**src/rtl/serial_word_packer.sv**
```systemverilog
// Byte-stream to 32-bit word packer feeding the write side of the master-side async FIFO.
// Define PACKER_BIG_ENDIAN_EN to place the first byte of each word in bits [31:24].
module serial_word_packer #(
  parameter int DATA_WIDTH = 32,
  parameter int LEN_WIDTH  = 6
) (
  input  logic                  CLK,
  input  logic                  RESETn,
  input  logic                  Write_Request,
  input  logic [LEN_WIDTH-1:0]  i_RCC_BUFFER_LENGTH,
  input  logic [7:0]            i_serialized_input,
  input  logic                  i_serialized_input_valid,
  output logic                  o_serialized_input_ready,
  input  logic                  i_FIFO_full,
  output logic                  o_FIFO_wr_en,
  output logic [DATA_WIDTH-1:0] o_FIFO_din,
  output logic [1:0]            o_Byte_Counter,
  output logic                  o_Busy,
  output logic                  o_Done,
  output logic                  o_Overrun
);

  typedef enum logic [1:0] {
    S_IDLE,
    S_COLLECT,
    S_DONE
  } state_t;

  state_t                state_q;
  state_t                state_nxt;

  logic [LEN_WIDTH-1:0]  words_left;
  logic [LEN_WIDTH-1:0]  words_to_assemble;
  logic [1:0]            byte_cnt;
  logic [DATA_WIDTH-1:0] asm_q;
  logic [DATA_WIDTH-1:0] hold_q;
  logic                  hold_valid;
  logic                  overrun_q;

  logic                  start;
  logic                  ready;
  logic                  accept;
  logic                  word_done;
  logic                  fifo_wr;
  logic [1:0]            lane;
  logic [DATA_WIDTH-1:0] word_next;

  assign start = (state_q == S_IDLE) && Write_Request;

  // Lane 3 is only blocked when accepting it would need a hold register that cannot drain.
  assign ready = (state_q == S_COLLECT) && (words_to_assemble != '0) &&
                 !(hold_valid && (byte_cnt == 2'd3) && i_FIFO_full);

  assign fifo_wr   = hold_valid && !i_FIFO_full;
  assign accept    = i_serialized_input_valid && ready;
  assign word_done = accept && (byte_cnt == 2'd3);

`ifdef PACKER_BIG_ENDIAN_EN
  assign lane = ~byte_cnt;
`else
  assign lane = byte_cnt;
`endif

  always_comb begin
    // NOTE: every combinational output gets a default first so no latch is inferred.
    word_next                = asm_q;
    word_next[lane*8 +: 8]   = i_serialized_input;
  end

  // State register.
  always_ff @(posedge CLK or negedge RESETn) begin
    if (!RESETn) begin
      state_q <= S_IDLE;
    end else begin
      // NOTE: sequential state uses non-blocking assignments so all flops update together.
      state_q <= state_nxt;
    end
  end

  // Next-state logic.
  always_comb begin
    state_nxt = state_q;
    unique case (state_q)
      S_IDLE: begin
        if (Write_Request) begin
          state_nxt = (i_RCC_BUFFER_LENGTH != '0) ? S_COLLECT : S_DONE;
        end
      end
      S_COLLECT: begin
        if (fifo_wr && (words_left == LEN_WIDTH'(1))) begin
          state_nxt = S_DONE;
        end
      end
      S_DONE:  state_nxt = S_IDLE;
      default: state_nxt = S_IDLE;
    endcase
  end

  // Outputs.
  always_comb begin
    o_serialized_input_ready = ready;
    o_FIFO_wr_en             = fifo_wr;
    o_FIFO_din               = hold_q;
    o_Byte_Counter           = byte_cnt;
    o_Busy                   = (state_q != S_IDLE);
    o_Done                   = (state_q == S_DONE);
    o_Overrun                = overrun_q;
  end

  // Datapath: assembly lanes, hold register and word counters.
  // NOTE: the data registers are reset too, so a reset discards partial and held words and o_FIFO_din reads 0.
  always_ff @(posedge CLK or negedge RESETn) begin
    if (!RESETn) begin
      words_left        <= '0;
      words_to_assemble <= '0;
      byte_cnt          <= '0;
      asm_q             <= '0;
      hold_q            <= '0;
      hold_valid        <= 1'b0;
      overrun_q         <= 1'b0;
    end else if (start) begin
      words_left        <= i_RCC_BUFFER_LENGTH;
      words_to_assemble <= i_RCC_BUFFER_LENGTH;
      byte_cnt          <= '0;
      overrun_q         <= 1'b0;
    end else begin
      if (accept) begin
        asm_q    <= word_next;
        byte_cnt <= byte_cnt + 2'd1;
      end
      if (word_done) begin
        hold_q            <= word_next;
        words_to_assemble <= words_to_assemble - LEN_WIDTH'(1);
      end
      // A word completing in the same cycle as a drain refills the hold register.
      if (word_done) begin
        hold_valid <= 1'b1;
      end else if (fifo_wr) begin
        hold_valid <= 1'b0;
      end
      if (fifo_wr) begin
        words_left <= words_left - LEN_WIDTH'(1);
      end
      if ((state_q == S_COLLECT) && i_serialized_input_valid && !ready) begin
        overrun_q <= 1'b1;
      end
    end
  end

endmodule

```
**config.mk**
```make
export PLATFORM = sky130hd
export DESIGN_NAME = serial_word_packer
export DESIGN_NICKNAME = d
export VERILOG_FILES = /design/src/rtl/serial_word_packer.sv
export SDC_FILE = /design/constraint.sdc
export NUM_CORES = 1
export LEC_CHECK = 0
export CAP_MARGIN = 20
export CORE_UTILIZATION = 45
export DETAILED_ROUTE_END_ITERATION = 8
export GPL_TIMING_DRIVEN = 0
export PLACE_DENSITY = 0.72
export SETUP_SLACK_MARGIN = 0.3
export SYNTH_ARGS = -nofsm -noshare
export SYNTH_HDL_FRONTEND = slang
export SYNTH_SLANG_ARGS = --single-unit
```
**constraint.sdc**
```tcl
create_clock -name CLK -period 2.04 [get_ports CLK]
set_clock_uncertainty 0.05 [all_clocks]
set_input_delay 0.204 -clock CLK [delete_from_list [all_inputs] [get_ports CLK]]
set_output_delay 0.204 -clock CLK [all_outputs]
set_load 0.01 [all_outputs]
```
==> parameters.txt <==
Parameter                              Value

Flow run
  Number of maximum-capacitance violations ... 0

STA
  Setup violation total in the final timing report ... 0
  Achievable Freq ... 532.2 MHz
  Transition at the pin with the smallest max-transition slack ... 0.5182 ns
  RSZ-0062 raised after global routing ... true
  Post-Route Hold Slack ... 0.2767 ns
  Endpoints failing hold ... 0
  Post-layout minimum cycle time ... 1.879 ns
  Final clock period utilization by the worst path ... between 90 and 100%
  Relative slew slack ... 65.45%
  Max-slew violations ... 0

Layout
  Final-stage net count ... 455
  Number of diodes added for antenna fixing ... 0
  Core Util, Final ... 64.97%
  Layout overhead on the synthesized area ... 37.25%
  Fraction of final layout cells sized beyond drive strength 1 ... 23.38%

Clock tree
  TritonCTS clock tree ... built
  Cell at the root of the clock tree ... clkbuf_8
  Deepest level of the CTS H-tree ... 3
  Maximum count of clock buffers along a single path ... 2
  Sinks on Clock Net ... 74
  Later-pin clock latency in the skew report ... 0.36 ns
  Number of buffers created by CTS ... 9
  Clock transition at the registers of the reported paths ... 0.08 ns

Detailed routing
  Vias after detailed routing ... 2,936
  Detail Route Antenna Nets ... 0
  Post-Route WL ... 9.313 mm
  Initial DRC Count ... 265
  Drt pass-1 iters ... 4
  Post-route DRC violation count ... 0
  Avg WL per Cell ... about 18 µm
  Via density per instance ... 5.529

Floorplan
  Number of placed I/O pins ... 58
  Standard-cell rows ... 31
  Die boundary height ... 90.28 µm
  Die X ... 90.28 µm
  Area of the placeable core ... 7408 µm²
  Starting density of the core ... 47.34%
  Die area ... slightly above 8000 µm²

Synth
  Synth area leaders ... dfrtp_1, a22o_1, nor2b_1, o21ai_0, nand2_1
  Async SR Flop Fraction ... 100.0%
  Yosys cell types ... 45
  Seq cells post-synth ... 74
  Top flip-flop cell by instance count after synthesis ... dfrtp_1
  Most used standard cells in the synthesized netlist ... dfrtp_1, nand2_1, a22o_1, o21ai_0, a21oi_1
  Synthesis Warnings ... 0
  Most used standard cell by instance count after synthesis ... dfrtp_1
  Average size of a mapped cell ... 10.41 µm²
  Register area share after synthesis ... 52.80%
  Total standard cell area after synthesis ... 3507 µm²
  Number of flops mapped to enable cells by yosys ... 0
  Number of cells produced by synthesis ... 337
  Post-Synthesis Net Count ... 365
  Fraction of post-synthesis cell area in the top cell type by area ... 52.80%
  Dominant cell type by area after synthesis ... dfrtp_1

GRT
  GR met1 Demand/Resource ... 31.33%
  Met2 GRT Util ... approximately two fifths
  Antenna violations before repair ... 0
  Number of global-route vias before repair ... 2,925
  Maximum number of pins on one net before global-route repair ... 43
  Wire length of the first global-routing pass ... between 15 and 20 mm
  Remaining global-route overflow ... 0
  Most heavily used metal layer in global routing ... met2
  GRT Resource Usage Total ... 24.09%
  Global routing usage on met3 ... under 10%

Power
  Pleak ... about 0.0022 µW
  Highest ir drop seen on vdd ... 631.3 µV
  Pwr Density ... around 1300 nW/µm²

Critical path
  Critical path launch point type ... flip-flop
  Data required time of the critical path ... approximately 2.3 ns
  Critical path capture point type ... flip-flop
  Crit Path Category ... reg2reg
  Maximum fanout along the worst path ... 8
  Arrival @ worst endpoint ... 2.10 ns

Hold path
  Worst hold path type ... in2async

Place
  Final Wtd Congestion ... 0.7765
  Number of I/O port buffers ... 49
  HPWL after detailed placement ... 5.783 mm

Status
  Result of the run ... completed
[per-layer routing]
layer  share of wire, %  routed length (µm)
met1                 44                4083
met2                 48                4512
met3                5.1                 479
met4                2.5                 237
met5                  0                   0
[final timing paths]
| kind | startpoint | to | slack [ns] | cells after the start |
|---|---|---|---|---|
| max | words_to_assemble[2] | o_Byte_Counter[1] | 0.16 | 7 |
| max in group asynchronous | RESETn | asm_q[12] | 1.08 | 3 |
| min in group CLK | i_serialized_input[0] | o_FIFO_din[16] | 0.29 | 3 |
| min reg2reg | o_FIFO_din[20] | o_FIFO_din[20] | 0.43 | 2 |
| max reg2reg | words_to_assemble[2] | o_Byte_Counter[1] | 0.16 | 7 |
| min | RESETn | words_left[4] | 0.28 | 2 |
[cell type report]
type	count	area, µm²
flip-flops and latches	74	1857
clock buffers	10	137.6
plain buffers	26	214.0
multi-input cells	228	1603
fillers	573	2595
repair buffers	79	804.5
well taps	99	123.9
clock inverters	6	32.53
inverters	9	41.29
[critical path, stage by stage (launching register included)]
cell and delay [ns]:
dfrtp_1 0.38, or3_1 0.38, buf_6 0.14, o211a_1 0.21, buf_6 0.14, buf_4 0.13
buf_6 0.11, o31ai_2 0.23
[sequential cells by signal, summed over array words and instances (netlist names)]
| register | count |
|---|---|
| asm_q | 24 |
| hold_valid | 1 |
| o_Byte_Counter | 2 |
| o_FIFO_din | 32 |
| o_Overrun | 1 |
| state_q | 2 |
| words_left | 6 |
| words_to_assemble | 6 |
[repair_timing]
item | in CTS | in global routing
buffers inserted | 20 | 6
endpoints found under the hold margin | 32 | 0
cloned | 2 | 0
pin swaps | 7 | 11
gates resized for setup | 48 | 28
endpoints found under the setup margin | 69 | 74
hold buffers | 1 | 0
[report_power, final]
part / internal [µW] / switching, µW
combinational: 1630 / 1490
sequential: 1960 / 316
clock: 463 / 554
[stage by stage]
stage | std cells | total power [µW] | setup WS (ns) | setup TNS (ns) | cell area, µm²
after floorplan | 337 | 3765 | 0.2519 | 0 | 3538
after global placement | 485 | 4642 | -2.131 | -137.30 | 4153
after detailed placement | 486 | 4715 | -0.004600 | -0.009776 | 4170
after CTS | 525 | 6204 | 0.1815 | 0 | 4693
after global routing | 531 | 6809 | 0.09119 | 0 | 4813
final | 531 | 6419 | 0.1612 | 0 | 4813
[logic make-up after synthesis]
group	Yosys count	synth area share (%)
XOR/XNOR	5	1.249
AND/OR/NAND/NOR	108	16.98
multiplexers	3	0.8919
AO/OA/AOI/OAI	103	19.59
buffers and inverters	35	5.280
adder cells (fa/ha/maj)	9	3.211
flip-flops	74	52.80
[layout by cell type, fill, tap and decap left out, types with 8 or more instances in the layout]
cell type         n
a21oi_1          26
a22o_1           32
buf_1             8
buf_4            19
buf_6            17
clkbuf_8         11
clkdlybuf4s50_1  43
dfrtp_1          70
nand2_1          39
nor2b_1          27
o21ai_0          26
Note: power is estimated with default switching activity, not from simulation.
==> RTL edit, RTL diff (config.mk and constraints unchanged) <==
The 3 states of `state_t` get a one-hot encoding in 3 bits.
--- a/src/rtl/serial_word_packer.sv
+++ b/src/rtl/serial_word_packer.sv
@@ -21,8 +21,8 @@
 );
 
-  typedef enum logic [1:0] {
-    S_IDLE,
-    S_COLLECT,
-    S_DONE
+  typedef enum logic [2:0] {
+    S_IDLE    = 3'b001,
+    S_COLLECT = 3'b010,
+    S_DONE    = 3'b100
   } state_t;
 
Formal check against the unedited RTL: no difference found for any inputs over 10 cycles, from zero or initial values and one cycle with RESETn low; not proved beyond that.
==> RTL edit against the original RTL <==
- synthesized area up 1.1%
- design area rose by 9.3%
- critical path depth increased by 1
- fmax down 7.4%
- total power is 21% lower
- sequential cell count up 1
- die area is 1.1% higher
- critical path type unchanged
- worst setup slack worse by 150 ps
- wire length up 13%
==> RTL edit: results (changes against the original RTL) <==
stage,metric,value,unit,change
place,DP Cell Count,495,,+1.9%
synth,Syn Inst Count,343,,+1.8%
routing,Iteration-0 DRC Markers,179,,-32%
power_and_ir_drop,worst vdd ir,0.543,mV,-14%
worst_setup_path,WP data arrival,2210,ps,+110 ps
hold_path,Hold Path Class,input pin to asynchronous set/reset pin,,
synth,Synth top cells by count,"dfrtp_1, nand2_1, o21ai_0, a22o_1, a21oi_1",,
synth,main area contributors after synthesis,"dfrtp_1, a22o_1, nand2_1",,
grt,vias in the first global route,2912,,-0.44%
layout,Final #Nets,478,,+5.1%
cts,clk_lat worst skew,350,ps,
worst_setup_path,worst-path maximum fanout,8,,unchanged
place,Port Buffer Count,49,,unchanged
routing,Post-Route M1 WL,4290,um,+4.9%
power_and_ir_drop,P_leak,2.37,nW,+9.2%
place,Place WS,-42.0,ps,-37.4 ps
timing,worst slew pin tran,505,ps,-13.6 ps
layout,Fillers,533,,-7.0%
cts,clock-pin slew on the worst setup and hold paths,80,ps,about the same
synth,Synth cell types,45,,unchanged
cts,H-tree levels,3,,unchanged
routing,met2 WL,5200,um,+15%
grt,first-pass GRT wire length,14500,um,-4.3%
cts,Clock Tree Buf Depth,2,,unchanged
routing,drt total wl,10500,um,+13%
routing,Top Layer Used,met4,,
cts,total CTS buffers,9,,unchanged
routing,Vias,3114,,+6.1%
synth,register area share after synthesis,52.9,%,+0.14 points
run_status,outcome,completed,,
place,dpl hpwl,5710,um,-1.2%
synth,YS warnings,0,,unchanged
grt,total track usage,22.7,%,-1.4 points
layout,antenna cells,0,,unchanged
synth,"count leader, synth",dfrtp_1,,
place,dpl cell area,0.00423,sq mm,+1.5%
cts,clock root cell,clkbuf_8,,
layout,max reg flops,32,,unchanged
routing,DRT Pass-1 Iters,4,,unchanged
power_and_ir_drop,switch share,34.2,%,-2.6 points
synth,Post-synth EDFFs,0,,unchanged
grt,initial antenna violation count,0,,unchanged
layout,post-route insts no fill,557,,+4.9%
layout,layout cells sized above 1,31.0,%,+7.6 points
synth,synthesized net count,371,,+1.6%
routing,metal3 WL,615,um,+28%
synth,"Async S/R FF share, synth",100,%,unchanged
grt,largest net degree at the start of global routing,60,,+40%
place,routability cong.,0.880,,+13%
## RTL edit: layout make-up
cell class | instances | area, sq um | share of cell area, %
plain buffers | 24 | 234 | 4.45
clock buffers | 12 | 165 | 3.14
clock inverters | 4 | 47.5 | 0.903
inverters | 9 | 38.8 | 0.737
multi-input cells | 235 | 1750 | 33.3
flip-flops and latches | 75 | 1880 | 35.8
well taps | 102 | 128 | 2.43
repair buffers | 96 | 1020 | 19.3
## RTL edit: path summary, 6_finish.rpt
kind                       slack, ps                             start                            end  depth (start not counted)
min reg2reg                      430        o_FIFO_din[10]$_DFFE_PN0P_     o_FIFO_din[10]$_DFFE_PN0P_                          2
max reg2reg                       10  words_to_assemble[0]$_DFFE_PN0P_           asm_q[0]$_DFFE_PN0P_                          8
max in group asynchronous       1170                            RESETn  o_Byte_Counter[1]$_DFFE_PN0P_                          3
min                              210                            RESETn     o_FIFO_din[30]$_DFFE_PN0P_                          2
min in group CLK                 220             i_serialized_input[1]     o_FIFO_din[25]$_DFFE_PN0P_                          3
max                               10  words_to_assemble[0]$_DFFE_PN0P_           asm_q[0]$_DFFE_PN0P_                          8
## RTL edit: logic make-up after synthesis
kind of cell    Yosys count  share of synthesized area, %
compound gates          104                          19.5
xor+xnor                  5                          1.23
fa+ha+maj                 9                          3.17
buf+inv                  33                          4.87
flops                    75                          52.9
mux                       4                          1.16
simple gates            113                          17.1
## RTL edit: per-layer routing
metal	GRT usage [%]	vias to the layer above
met5	0	-
met4	11.4	0
met3	3.20	30
li1	-	1426
met2	36.3	119
met1	30.3	1539
## RTL edit: critical path, cell delays in order (launching register included)
cell and delay (ps):
dfrtp_1 410, inv_2 100, ha_4 130, or2b_4 300, o211a_4 260, buf_6 140
and2_4 160, buf_6 130, a22o_1 240
## RTL edit: power by group through the flow
stage | Sequential (mW) | Combinational (mW) | Clock, mW
final | 1.90 | 1.93 | 1.21
after global routing | 1.92 | 2.05 | 1.27
after CTS | 1.87 | 1.61 | 1.22
after detailed placement | 1.94 | 1.25 | 0
after global placement | 1.92 | 1.22 | 0
after floorplan | 1.89 | 0.914 | 0
## RTL edit: what timing repair did
item	CTS	global route
setup buffers	28	10
endpoints found under the hold margin	56	0
gates cloned	0	7
pin swaps	10	34
hold buffers	1	0
gates resized for setup	49	77
endpoints found under the setup margin	75	77
